## src/rtl/branch_predict_ctrl.sv

```systemverilog
// branch_predict_ctrl: gshare direction predictor with execute-stage resolution, training and GHR repair.
// Optional BP_STATS_EN macro enables the resolved-branch and mispredict counters.
module branch_predict_ctrl #(
   parameter int         IDX_W    = 6,
   parameter logic [1:0] CNT_INIT = 2'b01
) (
   input  logic        clk,
   input  logic        resetn,
   input  logic [31:0] pcD,
   input  logic        is_branchD,
   input  logic        stallE,
   input  logic        flushE,
   input  logic        branch_takeE,
   output logic        pred_takeD,
   output logic        pred_takeE,
   output logic        mispredictE,
   output logic [31:0] br_cnt,
   output logic [31:0] mis_cnt
);
   logic [1:0]       pht [2**IDX_W];
   logic [1:0]       cnt_nxt;
   logic [IDX_W-1:0] ghr_spec, ghr_commit, ghr_spec_nxt, idxD, idxE;
   logic             validE, commit;
   logic             unused_pc;
   assign unused_pc = ^{pcD[31:IDX_W+2], pcD[1:0]};
   always_comb begin
      idxD         = pcD[IDX_W+1:2] ^ ghr_spec;
      pred_takeD   = is_branchD & pht[idxD][1];
      mispredictE  = validE & (pred_takeE != branch_takeE);
      commit       = validE & ~stallE;
      cnt_nxt      = branch_takeE ? (pht[idxE] == 2'b11 ? 2'b11 : pht[idxE] + 2'd1)
                                  : (pht[idxE] == 2'b00 ? 2'b00 : pht[idxE] - 2'd1);
      // a committing mispredict rebuilds history from the architectural GHR, dropping the wrong-path shift
      ghr_spec_nxt = mispredictE ? {ghr_commit[IDX_W-2:0], branch_takeE}
                   : is_branchD  ? {ghr_spec[IDX_W-2:0], pred_takeD}
                   : ghr_spec;
   end
   always_ff @(posedge clk or negedge resetn) begin
      if (!resetn) begin
         for (int i = 0; i < 2**IDX_W; i++) pht[i] <= CNT_INIT;
      end else if (commit) begin
         pht[idxE] <= cnt_nxt;
      end
   end
   always_ff @(posedge clk or negedge resetn) begin
      if (!resetn) begin
         validE     <= 1'b0;
         idxE       <= '0;
         pred_takeE <= 1'b0;
         ghr_spec   <= '0;
         ghr_commit <= '0;
      end else if (!stallE) begin
         validE     <= is_branchD & ~flushE & ~mispredictE;
         idxE       <= idxD;
         pred_takeE <= pred_takeD;
         ghr_spec   <= ghr_spec_nxt;
         if (validE) ghr_commit <= {ghr_commit[IDX_W-2:0], branch_takeE};
      end
   end
`ifdef BP_STATS_EN
   always_ff @(posedge clk or negedge resetn) begin
      if (!resetn) begin
         br_cnt  <= '0;
         mis_cnt <= '0;
      end else if (commit) begin
         br_cnt <= br_cnt + 32'd1;
         if (mispredictE) mis_cnt <= mis_cnt + 32'd1;
      end
   end
`else
   assign br_cnt  = '0;
   assign mis_cnt = '0;
`endif
endmodule

```

## config.mk

```make
export PLATFORM = sky130hd
export DESIGN_NAME = branch_predict_ctrl
export DESIGN_NICKNAME = d
export VERILOG_FILES = /design/src/rtl/branch_predict_ctrl.sv
export SDC_FILE = /design/constraint.sdc
export NUM_CORES = 1
export LEC_CHECK = 0
export CORE_UTILIZATION = 56
export DETAILED_ROUTE_END_ITERATION = 8
export GPL_TIMING_DRIVEN = 0
export PLACE_DENSITY = 0.81
export SLEW_MARGIN = 20
export SYNTH_ARGS = -nofsm -noshare
export SYNTH_HDL_FRONTEND = slang
export SYNTH_SLANG_ARGS = --single-unit
```

## constraint.sdc

```tcl
create_clock -name clk -period 4 [get_ports clk]
set_clock_uncertainty 0.15 [all_clocks]
set_input_delay 0.8 -clock clk [delete_from_list [all_inputs] [get_ports clk]]
set_output_delay 0.8 -clock clk [all_outputs]
set_load 0.01 [all_outputs]
```

==> results of run 1 <==
-- state kept, by name, summed over array words and instances, names as in the netlist --
register    flops
validE          1
pht           128
ghr_commit      5
pred_takeE      1
idxE            6
ghr_spec        6
-- how the worst min path moves through the flow --
stage | depth (start not counted) | start | to | slack, ns
floorplan | 2 | ghr_commit[4]$_DFFE_PN0P_ | ghr_commit[4]$_DFFE_PN0P_ | 0.30
global placement | 2 | ghr_commit[4]$_DFFE_PN0P_ | ghr_commit[4]$_DFFE_PN0P_ | 0.32
detailed placement | 2 | ghr_commit[1]$_DFFE_PN0P_ | ghr_commit[1]$_DFFE_PN0P_ | 0.34
CTS | 1 | resetn | pht[69]$_DFFE_PN0P_ | 0.19
global route | 1 | resetn | pht[69]$_DFFE_PN0P_ | 0.22
finish | 1 | resetn | pht[69]$_DFFE_PN0P_ | 0.17
-- metrics by stage --
| stage | area, um2 | power, mW |
|---|---|---|
| after floorplan | 8630 | 3.08 |
| after global placement | 9000 | 3.57 |
| after detailed placement | 9100 | 3.66 |
| after CTS | 9830 | 5.23 |
| after global routing | 9840 | 5.48 |
| final | 9840 | 5.29 |
-- final cells by class --
| cell class | count | area share, % |
|---|---|---|
| Timing Repair Buffer | 31 | 3.06 |
| Tap cell | 184 | 2.34 |
| Buffer | 106 | 7.57 |
| Clock buffer | 20 | 4.74 |
| Inverter | 5 | 0.191 |
| Sequential cell | 147 | 38.2 |
| Multi-Input combinational cell | 519 | 43.0 |
| Clock inverter | 12 | 0.852 |
-- synth_stat cells, types with 2 or more instances --
master and n:
nand2_1 74, clkbuf_1 18, nor2_1 51, or4_1 2
a21oi_1 15, xnor2_1 3, a221o_1 2, nand3b_1 5
nand2b_1 8, a22oi_1 8, a22o_1 3, xor2_1 7
dfrtp_1 83, buf_2 9, a221oi_1 4, and3_1 2
mux4_2 30, nand3_1 9, o21ai_0 5, o22ai_1 3
or3b_2 5, buf_4 67, nor4_1 4, a21boi_0 2
nor3b_1 3, buf_6 7, mux2i_1 18, nor2b_1 9
nor3_1 5, inv_1 3, mux2_2 141, o41ai_1 2
or2_2 2, a31oi_1 6, buf_1 5, o211ai_1 2
o2bb2ai_1 3, dfstp_2 64, a211oi_1 4, o31ai_1 3
nand4_1 2, and2_1 2
-- what timing repair did --
item	CTS	global route
gates resized for setup	31	4
cloned	0	0
pin swaps	3	1
hold buffers	0	0
setup endpoints to repair	26	61
setup buffers	9	1
-- placed cells by master (no fill, tap or decap), types with 4 or more instances in the layout --
cell type	instances
mux2_2	141
dfrtp_1	82
buf_4	77
nand2_1	74
conb_1	64
dfstp_2	64
nor2_1	51
mux4_2	30
clkbuf_16	17
mux2i_1	16
a21oi_1	15
clkbuf_1	14
buf_2	13
nand3_1	9
nor2b_1	9
clkdlybuf4s50_1	9
a22oi_1	8
buf_6	8
nand2b_1	8
clkinvlp_4	8
a31oi_1	6
o21ai_0	5
nand3b_1	5
or3b_2	5
xor2_1	4
clkbuf_8	4
buf_1	4
a221oi_1	4
-- metal layers --
layer / share of wire (%) / vias up
met5: 0 / -
met4: 6.5 / 0
met3: 11 / 131
met2: 46 / 469
met1: 36 / 3077
li1: - / 2668
-- logic make-up after synthesis --
| group | Yosys count | synth area share (%) |
|---|---|---|
| AOI/OAI and AO/OA | 69 | 5.84 |
| other | 1 | 0.0447 |
| xor gates and xnor gates | 10 | 1.04 |
| DFF | 147 | 44.8 |
| muxes | 189 | 29.1 |
| and+or+nand+nor | 185 | 10.2 |
| buffers and inverters | 111 | 8.72 |
| adders and majority gates | 2 | 0.253 |
-- power by group through the flow --
stage	Clock (mW)	Sequential, mW	Combinational (mW)
after CTS	1.47	1.99	1.77
after global placement	0	1.98	1.60
after global routing	1.54	2.02	1.92
final	1.47	2.00	1.83
after detailed placement	0	2.00	1.66
after floorplan	0	1.93	1.15
==> report_table.html, run 1 <==
<table>
<tr><th>Metric</th><th>Value</th></tr>
<tr><th colspan="2">Worst setup path</th></tr>
<tr><td>Startpoint of the worst setup timing path</td><td>pcD[3]</td></tr>
<tr><td>Logic depth of the worst path, buffers included</td><td>10</td></tr>
<tr><td>Critical-path cell with the highest stage delay</td><td>o41ai_2</td></tr>
<tr><td>Maximum single-stage delay on the critical path</td><td>approximately 0.5 ns</td></tr>
<tr><td>Reg2reg start</td><td>idxE[0]$_DFFE_PN0N_</td></tr>
<tr><td>Req. time, crit path</td><td>3.05 ns</td></tr>
<tr><td>End point of the critical path</td><td>pred_takeD</td></tr>
<tr><td>Sort of element at the start of the critical path</td><td>input pin</td></tr>
<tr><td>Critical-path maximum fanout</td><td>7</td></tr>
<tr><td>Crit-path cells</td><td>clkdlybuf4s15_1 &gt; xor2_4 &gt; buf_8 &gt; buf_12 &gt; mux4_2 &gt; o211ai_1 &gt; a21oi_1 &gt; o41ai_2 &gt; nor2_1 &gt; dlygate4sd2_1</td></tr>
<tr><td>Cell count of the worst reg-to-reg path</td><td>11</td></tr>
<tr><td>Endpoint kind of the worst setup timing path</td><td>output pin</td></tr>
<tr><td>Endpoint of the lowest-slack register-to-register path</td><td>pht[54]$_DFFE_PN1P_</td></tr>
<tr><td>Register-to-Register Setup Slack</td><td>0.08 ns</td></tr>
<tr><td>Count of buffering cells on the critical path with inverters included</td><td>4</td></tr>
<tr><td>Worst Setup Path Type</td><td>input pin to output pin</td></tr>
<tr><td>WP data arrival</td><td>3.11 ns</td></tr>
<tr><td>Family with the most delay on the worst path</td><td>compound AO/OA/AOI/OAI gates</td></tr>
<tr><th colspan="2">Global route</th></tr>
<tr><td>Busiest layer in global routing</td><td>met2</td></tr>
<tr><td>Aggregate global-route resource usage</td><td>31.2%</td></tr>
<tr><td>Routing usage on met2</td><td>48.5%</td></tr>
<tr><td>Number of antenna violations at the first check in global routing</td><td>0</td></tr>
<tr><td>Met3 usage</td><td>9.71%</td></tr>
<tr><td>Wire length of the first global-routing pass</td><td>36,300 um</td></tr>
<tr><td>Largest net degree at the start of global routing</td><td>75</td></tr>
<tr><td>Met1 GRT Util</td><td>38.1%</td></tr>
<tr><td>Total gr overflow</td><td>0</td></tr>
<tr><td>Via count of the first global-routing pass</td><td>6,370</td></tr>
<tr><th colspan="2">Timing</th></tr>
<tr><td>Upper clock frequency limit</td><td>0.246 GHz</td></tr>
<tr><td>Hold Vio Cnt, Final</td><td>0</td></tr>
<tr><td>Final period util</td><td>102%</td></tr>
<tr><td>Normalized max-slew margin</td><td>48.1%</td></tr>
<tr><td>Setup Total Neg Slack</td><td>-0.0617 ns</td></tr>
<tr><td>Pins Over Slew Limit</td><td>0</td></tr>
<tr><td>Final setup violation count</td><td>1</td></tr>
<tr><td>Hold slack final</td><td>0.173 ns</td></tr>
<tr><td>Setup repair after global routing missed its margin</td><td>yes</td></tr>
<tr><td>Clock period minus worst slack</td><td>4.06 ns</td></tr>
<tr><td>Worst setup slack after layout</td><td>-0.0617 ns</td></tr>
<tr><td>Slew at the pin with the worst max-slew slack</td><td>0.776 ns</td></tr>
<tr><th colspan="2">Clocking</th></tr>
<tr><td>Root buffer selected by CTS</td><td>clkbuf_16</td></tr>
<tr><td>Clock tree from TritonCTS</td><td>yes</td></tr>
<tr><td>Buffers from clock root to sink, at most</td><td>2</td></tr>
<tr><td>H-tree lvl count</td><td>4</td></tr>
<tr><td>Clock transition at the register clock pins on the worst setup and hold paths after CTS</td><td>0.06 ns</td></tr>
<tr><td>Num Clock Sinks</td><td>roughly 150</td></tr>
<tr><td>Clock latency reported for the late side of the worst-skew pair</td><td>0.43 ns</td></tr>
<tr><td>Num CTS Buffers</td><td>17</td></tr>
<tr><th colspan="2">Job</th></tr>
<tr><td>Number of max-cap violations</td><td>0</td></tr>
<tr><th colspan="2">Routing</th></tr>
<tr><td>Routed vias</td><td>6,345</td></tr>
<tr><td>Wire length per cell</td><td>22.5 um</td></tr>
<tr><td>Initial DRC count</td><td>690</td></tr>
<tr><td>Post-DRT Antenna Nets</td><td>0</td></tr>
<tr><td>1st-pass router iterations</td><td>5</td></tr>
<tr><td>Number of DRC violations after detailed routing</td><td>0</td></tr>
<tr><td>WL final</td><td>23,100 um</td></tr>
<tr><td>Drt via density</td><td>6.20</td></tr>
<tr><th colspan="2">Floorplan</th></tr>
<tr><td>Starting Density</td><td>57.5%</td></tr>
<tr><td>Floorplan die area</td><td>around 15,000 um2</td></tr>
<tr><td>Die H</td><td>124 um</td></tr>
<tr><td>Row count</td><td>44</td></tr>
<tr><td>Boundary pin count</td><td>105</td></tr>
<tr><td>Core ar.</td><td>14,600 um2</td></tr>
<tr><td>Horizontal die dimension</td><td>124 um</td></tr>
<tr><th colspan="2">Placed design</th></tr>
<tr><td># port buffers</td><td>14</td></tr>
<tr><td>Inst Count DP</td><td>around 980</td></tr>
<tr><td>Detailed placer's ending HPWL</td><td>roughly 16,000 um</td></tr>
<tr><td>Worst setup slack before clock tree synthesis</td><td>-1.48 ns</td></tr>
<tr><td>Weighted congestion at the end of routability-driven global placement</td><td>1.01</td></tr>
<tr><th colspan="2">Pwr</th></tr>
<tr><td>Fraction of power consumed by combinational cells</td><td>34.6%</td></tr>
<tr><td>Leak Pwr</td><td>4.37 nW</td></tr>
<tr><td>VDD IR max</td><td>between 0.3 and 0.4 mV</td></tr>
<tr><td>Sequential Power Share</td><td>a little under two fifths</td></tr>
<tr><td>Share of total power in the clock network</td><td>27.7%</td></tr>
<tr><td>Net Sw Power</td><td>1.91 mW</td></tr>
<tr><td>Power per unit of standard cell area</td><td>538 nW/um2</td></tr>
<tr><td>Internal Power</td><td>~3.4 mW</td></tr>
<tr><td>Switching Share</td><td>between 30% and 40%</td></tr>
<tr><th colspan="2">Cells and area</th></tr>
<tr><td>Fillers</td><td>1,092</td></tr>
<tr><td>Non-filler cells, final</td><td>slightly above 1k</td></tr>
<tr><td>Total number of nets in the final design</td><td>between 800 and 900</td></tr>
<tr><td>Area growth from synthesis to layout</td><td>17.3%</td></tr>
<tr><td>Fraction of final layout cells sized beyond drive strength 1</td><td>47.1%</td></tr>
<tr><td>Number of antenna repair diodes</td><td>0</td></tr>
<tr><td>Total area of sequential cells</td><td>roughly 3800 um2</td></tr>
<tr><td>Final Util</td><td>67.5%</td></tr>
<tr><td>Area taken by multi-input logic gates</td><td>4240 um2</td></tr>
<tr><th colspan="2">Outcome</th></tr>
<tr><td>Violations in the final reports</td><td>negative setup slack</td></tr>
<tr><td>Outcome</td><td>finished with violations</td></tr>
<tr><th colspan="2">Logic synthesis</th></tr>
<tr><td>Top post-synthesis cells by area</td><td>dfrtp_1 25%, dfstp_2 20%, mux2_2 19%, mux4_2 8.1%, buf_4 6.0%</td></tr>
<tr><td>Share of Yosys cell area claimed by the top area cell type</td><td>24.8%</td></tr>
<tr><td>Ys Warns</td><td>0</td></tr>
<tr><td>Number of flops mapped to enable cells by yosys</td><td>0</td></tr>
<tr><td>Proportion of register bits with asynchronous set or reset after synthesis</td><td>100%</td></tr>
<tr><td>Primary FF master, synth</td><td>dfrtp_1</td></tr>
<tr><td>Synthesized flop and latch total</td><td>147</td></tr>
<tr><td>Sequential share of the synthesized area</td><td>about 45%</td></tr>
<tr><td>Number of instances in the synthesized netlist</td><td>between 700 and 800</td></tr>
<tr><td>Avg Cell Area, Syn</td><td>11.8 um2</td></tr>
<tr><td>Biggest area consumer among synthesized cells</td><td>dfrtp_1</td></tr>
<tr><td>Number of distinct library cell variants in the gate-level netlist after synthesis</td><td>between 50 and 60</td></tr>
<tr><td>Netlist area before placement</td><td>~8400 um2</td></tr>
<tr><th colspan="2">Min path</th></tr>
<tr><td>Path category of the worst min-delay check</td><td>input pin to asynchronous set/reset pin</td></tr>
</table>
Power figures use the tool's default switching activity.
==> run 2, diff against run 1 <==
Settings changed: MAX_ROUTING_LAYER set to met4.
==> run 2 against run 1 <==
Against the previous run: the flow now finishes without violations; sequential cell count unchanged; total power up 1.9%; combinational power about the same; die area unchanged; wire length grew 1.9%; sequential share of layout area decreased by 0.13 points; fmax increased by 2.5%; critical path type unchanged; clock-buffer cell count stayed put; non-clock buffer count decreased by 1; via count up 0.28%; hold slack gained 0.040 ns; largest cell class unchanged.
==> report_table.html, run 2 (same netlist as run 1, synthesis figures left out) <==
<table>
<tr><th>Metric</th><th>Value</th></tr>
<tr><th colspan="2">Outcome</th></tr>
<tr><td>Outcome</td><td>finished clean</td></tr>
<tr><th colspan="2">Placed design</th></tr>
<tr><td># port buffers</td><td>14</td></tr>
<tr><td>Detailed placer's ending HPWL</td><td>16,100 um</td></tr>
<tr><td>Weighted congestion at the end of routability-driven global placement</td><td>approximately 1</td></tr>
<tr><td>Inst Count DP</td><td>980</td></tr>
<tr><td>Worst setup slack before clock tree synthesis</td><td>-1.50 ns</td></tr>
<tr><th colspan="2">Clocking</th></tr>
<tr><td>Num CTS Buffers</td><td>17</td></tr>
<tr><td>H-tree lvl count</td><td>4</td></tr>
<tr><td>Buffers from clock root to sink, at most</td><td>2</td></tr>
<tr><td>Clock transition at the register clock pins on the worst setup and hold paths after CTS</td><td>0.05 ns</td></tr>
<tr><td>Num Clock Sinks</td><td>147</td></tr>
<tr><td>Clock tree from TritonCTS</td><td>yes</td></tr>
<tr><td>Clock latency reported for the late side of the worst-skew pair</td><td>0.43 ns</td></tr>
<tr><td>Root buffer selected by CTS</td><td>clkbuf_16</td></tr>
<tr><th colspan="2">Pwr</th></tr>
<tr><td>Switching Share</td><td>35.3%</td></tr>
<tr><td>Fraction of power consumed by combinational cells</td><td>33.8%</td></tr>
<tr><td>Internal Power</td><td>between 3 and 4 mW</td></tr>
<tr><td>VDD IR max</td><td>0.433 mV</td></tr>
<tr><td>Power per unit of standard cell area</td><td>546 nW/um2</td></tr>
<tr><td>Sequential Power Share</td><td>37.0%</td></tr>
<tr><td>Net Sw Power</td><td>1.91 mW</td></tr>
<tr><td>Share of total power in the clock network</td><td>29.2%</td></tr>
<tr><td>Leak Pwr</td><td>4.39 nW</td></tr>
<tr><th colspan="2">Timing</th></tr>
<tr><td>Pins Over Slew Limit</td><td>0</td></tr>
<tr><td>Final period util</td><td>99.1%</td></tr>
<tr><td>Worst setup slack after layout</td><td>0.0377 ns</td></tr>
<tr><td>Clock period minus worst slack</td><td>around 4.0 ns</td></tr>
<tr><td>Normalized max-slew margin</td><td>50.9%</td></tr>
<tr><td>Slew at the pin with the worst max-slew slack</td><td>~0.74 ns</td></tr>
<tr><td>Final setup violation count</td><td>0</td></tr>
<tr><td>Upper clock frequency limit</td><td>0.252 GHz</td></tr>
<tr><td>Hold Vio Cnt, Final</td><td>0</td></tr>
<tr><th colspan="2">Worst setup path</th></tr>
<tr><td>Critical-path maximum fanout</td><td>10</td></tr>
<tr><td>Reg2reg start</td><td>idxE[0]$_DFFE_PN0N_</td></tr>
<tr><td>Endpoint kind of the worst setup timing path</td><td>output pin</td></tr>
<tr><td>End point of the critical path</td><td>pred_takeD</td></tr>
<tr><td>Sort of element at the start of the critical path</td><td>input pin</td></tr>
<tr><td>WP data arrival</td><td>between 3 and 4 ns</td></tr>
<tr><td>Startpoint of the worst setup timing path</td><td>pcD[2]</td></tr>
<tr><td>Endpoint of the lowest-slack register-to-register path</td><td>pht[114]$_DFFE_PN1P_</td></tr>
<tr><td>Cell count of the worst reg-to-reg path</td><td>11</td></tr>
<tr><td>Req. time, crit path</td><td>around 3 ns</td></tr>
<tr><td>Worst Setup Path Type</td><td>input pin to output pin</td></tr>
<tr><td>Register-to-Register Setup Slack</td><td>0.13 ns</td></tr>
<tr><th colspan="2">Cells and area</th></tr>
<tr><td>Total number of nets in the final design</td><td>864</td></tr>
<tr><td>Area growth from synthesis to layout</td><td>17.7%</td></tr>
<tr><td>Number of antenna repair diodes</td><td>0</td></tr>
<tr><td>Non-filler cells, final</td><td>1,023</td></tr>
<tr><td>Most frequent standard cell in the layout excluding fill and tap cells</td><td>mux2_2</td></tr>
<tr><td>Max reg flops</td><td>128</td></tr>
<tr><td>Reg with most FFs</td><td>pht</td></tr>
<tr><td>Most used cells in the layout excluding fill and tap cells</td><td>141 x mux2_2, 82 x dfrtp_1, 79 x buf_4</td></tr>
<tr><td>Fraction of final layout cells sized beyond drive strength 1</td><td>47.0%</td></tr>
<tr><td>Biggest regs</td><td>pht x128, ghr_spec x6, idxE x6</td></tr>
<tr><th colspan="2">Job</th></tr>
<tr><td>Number of max-cap violations</td><td>0</td></tr>
<tr><th colspan="2">Routing</th></tr>
<tr><td>Drt via density</td><td>6.22</td></tr>
<tr><td>Wire length per cell</td><td>23.0 um</td></tr>
<tr><td>Initial DRC count</td><td>791</td></tr>
<tr><td>Number of DRC violations after detailed routing</td><td>0</td></tr>
<tr><td>1st-pass router iterations</td><td>6</td></tr>
<tr><td>Routed vias</td><td>6,363</td></tr>
<tr><td>WL final</td><td>23,500 um</td></tr>
<tr><td>Post-DRT Antenna Nets</td><td>0</td></tr>
<tr><th colspan="2">Global route</th></tr>
<tr><td>Number of antenna violations at the first check in global routing</td><td>0</td></tr>
<tr><td>Wire length of the first global-routing pass</td><td>36,400 um</td></tr>
<tr><td>Aggregate global-route resource usage</td><td>32.2%</td></tr>
<tr><td>Largest net degree at the start of global routing</td><td>86</td></tr>
<tr><td>Via count of the first global-routing pass</td><td>6,478</td></tr>
<tr><td>Total gr overflow</td><td>0</td></tr>
<tr><th colspan="2">Floorplan</th></tr>
<tr><td>Horizontal die dimension</td><td>124 um</td></tr>
<tr><td>Core ar.</td><td>14,600 um2</td></tr>
<tr><td>Starting Density</td><td>about 58%</td></tr>
<tr><td>Floorplan die area</td><td>15,500 um2</td></tr>
<tr><td>Row count</td><td>44</td></tr>
<tr><td>Boundary pin count</td><td>105</td></tr>
<tr><td>Die H</td><td>124 um</td></tr>
<tr><th colspan="2">Min path</th></tr>
<tr><td>Path category of the worst min-delay check</td><td>input pin to asynchronous set/reset pin</td></tr>
</table>
## run 2: cell count changes in the layout (fill, tap and decap cells not counted), sizes merged
cell           previous run  this run
clkinvlp                  8         4
buf                     107       105
bufinv                    0         2
clkbuf                   38        39
clkdlybuf4s15             1         2
clkinv                    5         6
dlygate4sd2               2         1
inv                       4         5
## run 2: critical path, stage by stage
cell,delay (ns)
clkbuf_4,0.16
xor2_4,0.28
buf_12,0.21
mux4_2,0.55
mux2i_4,0.21
mux2i_1,0.12
a211oi_2,0.33
nor2_1,0.09
clkdlybuf4s15_1,0.24
## run 2: area by class of cell
class | instances | area, um2
clock buffer | 20 | 457
clock inverter | 12 | 131
multi-input combinational | 519 | 4250
sequential | 147 | 3760
inverter | 5 | 18.8
fill | 1060 | 4710
tap | 184 | 230
buffer | 106 | 744
timing repair buffer | 30 | 289
## run 2: stage by stage
step	cell area, um2	util, %	power, mW	TNS (ns)	hold WS, ns
2_1_floorplan	8630	-	3.08	0	0.296
3_3_place_gp	9000	61.7	3.57	-404.68	0.316
3_5_place_dp	9090	62.3	3.63	-2.72	0.330
4_1_cts	9840	67.4	5.32	0	0.230
5_1_grt	9880	67.7	5.58	-0.0126	0.259
6_report	9880	67.7	5.40	0	0.213
## run 2: power groups by stage
stage	clock [mW]	combinational, mW	sequential, mW
3_3_place_gp	0	1.59	1.98
3_5_place_dp	0	1.64	2.00
6_report	1.58	1.82	2.00
2_1_floorplan	0	1.15	1.93
5_1_grt	1.65	1.90	2.02
4_1_cts	1.59	1.74	1.99
## run 2: repair_timing
action,in CTS,in global routing
gates resized for setup,33,6
setup endpoints to repair,44,61
buffers inserted,8,3
hold buffers,0,0
pin swaps,5,5
## run 2: worst min path at each step
stage	startpoint	end	slack, ns	depth (start not counted)
global route	resetn	pht[83]$_DFFE_PN0P_	0.26	1
floorplan	ghr_commit[4]$_DFFE_PN0P_	ghr_commit[4]$_DFFE_PN0P_	0.30	2
global placement	ghr_commit[4]$_DFFE_PN0P_	ghr_commit[4]$_DFFE_PN0P_	0.32	2
CTS	resetn	pht[89]$_DFFE_PN0P_	0.23	1
finish	resetn	pht[69]$_DFFE_PN0P_	0.21	1
detailed placement	ghr_commit[1]$_DFFE_PN0P_	ghr_commit[2]$_DFFE_PN0P_	0.33	2
## run 2: routing by layer
layer	up-vias	GRT usage (%)	routed length (um)	share of wire, %
met2	451	48.4	10900	46
met5	-	-	0	0
li1	2665	-	-	-
met4	0	19.9	1320	5.6
met3	107	8.63	2440	10
met1	3140	38.7	8880	38
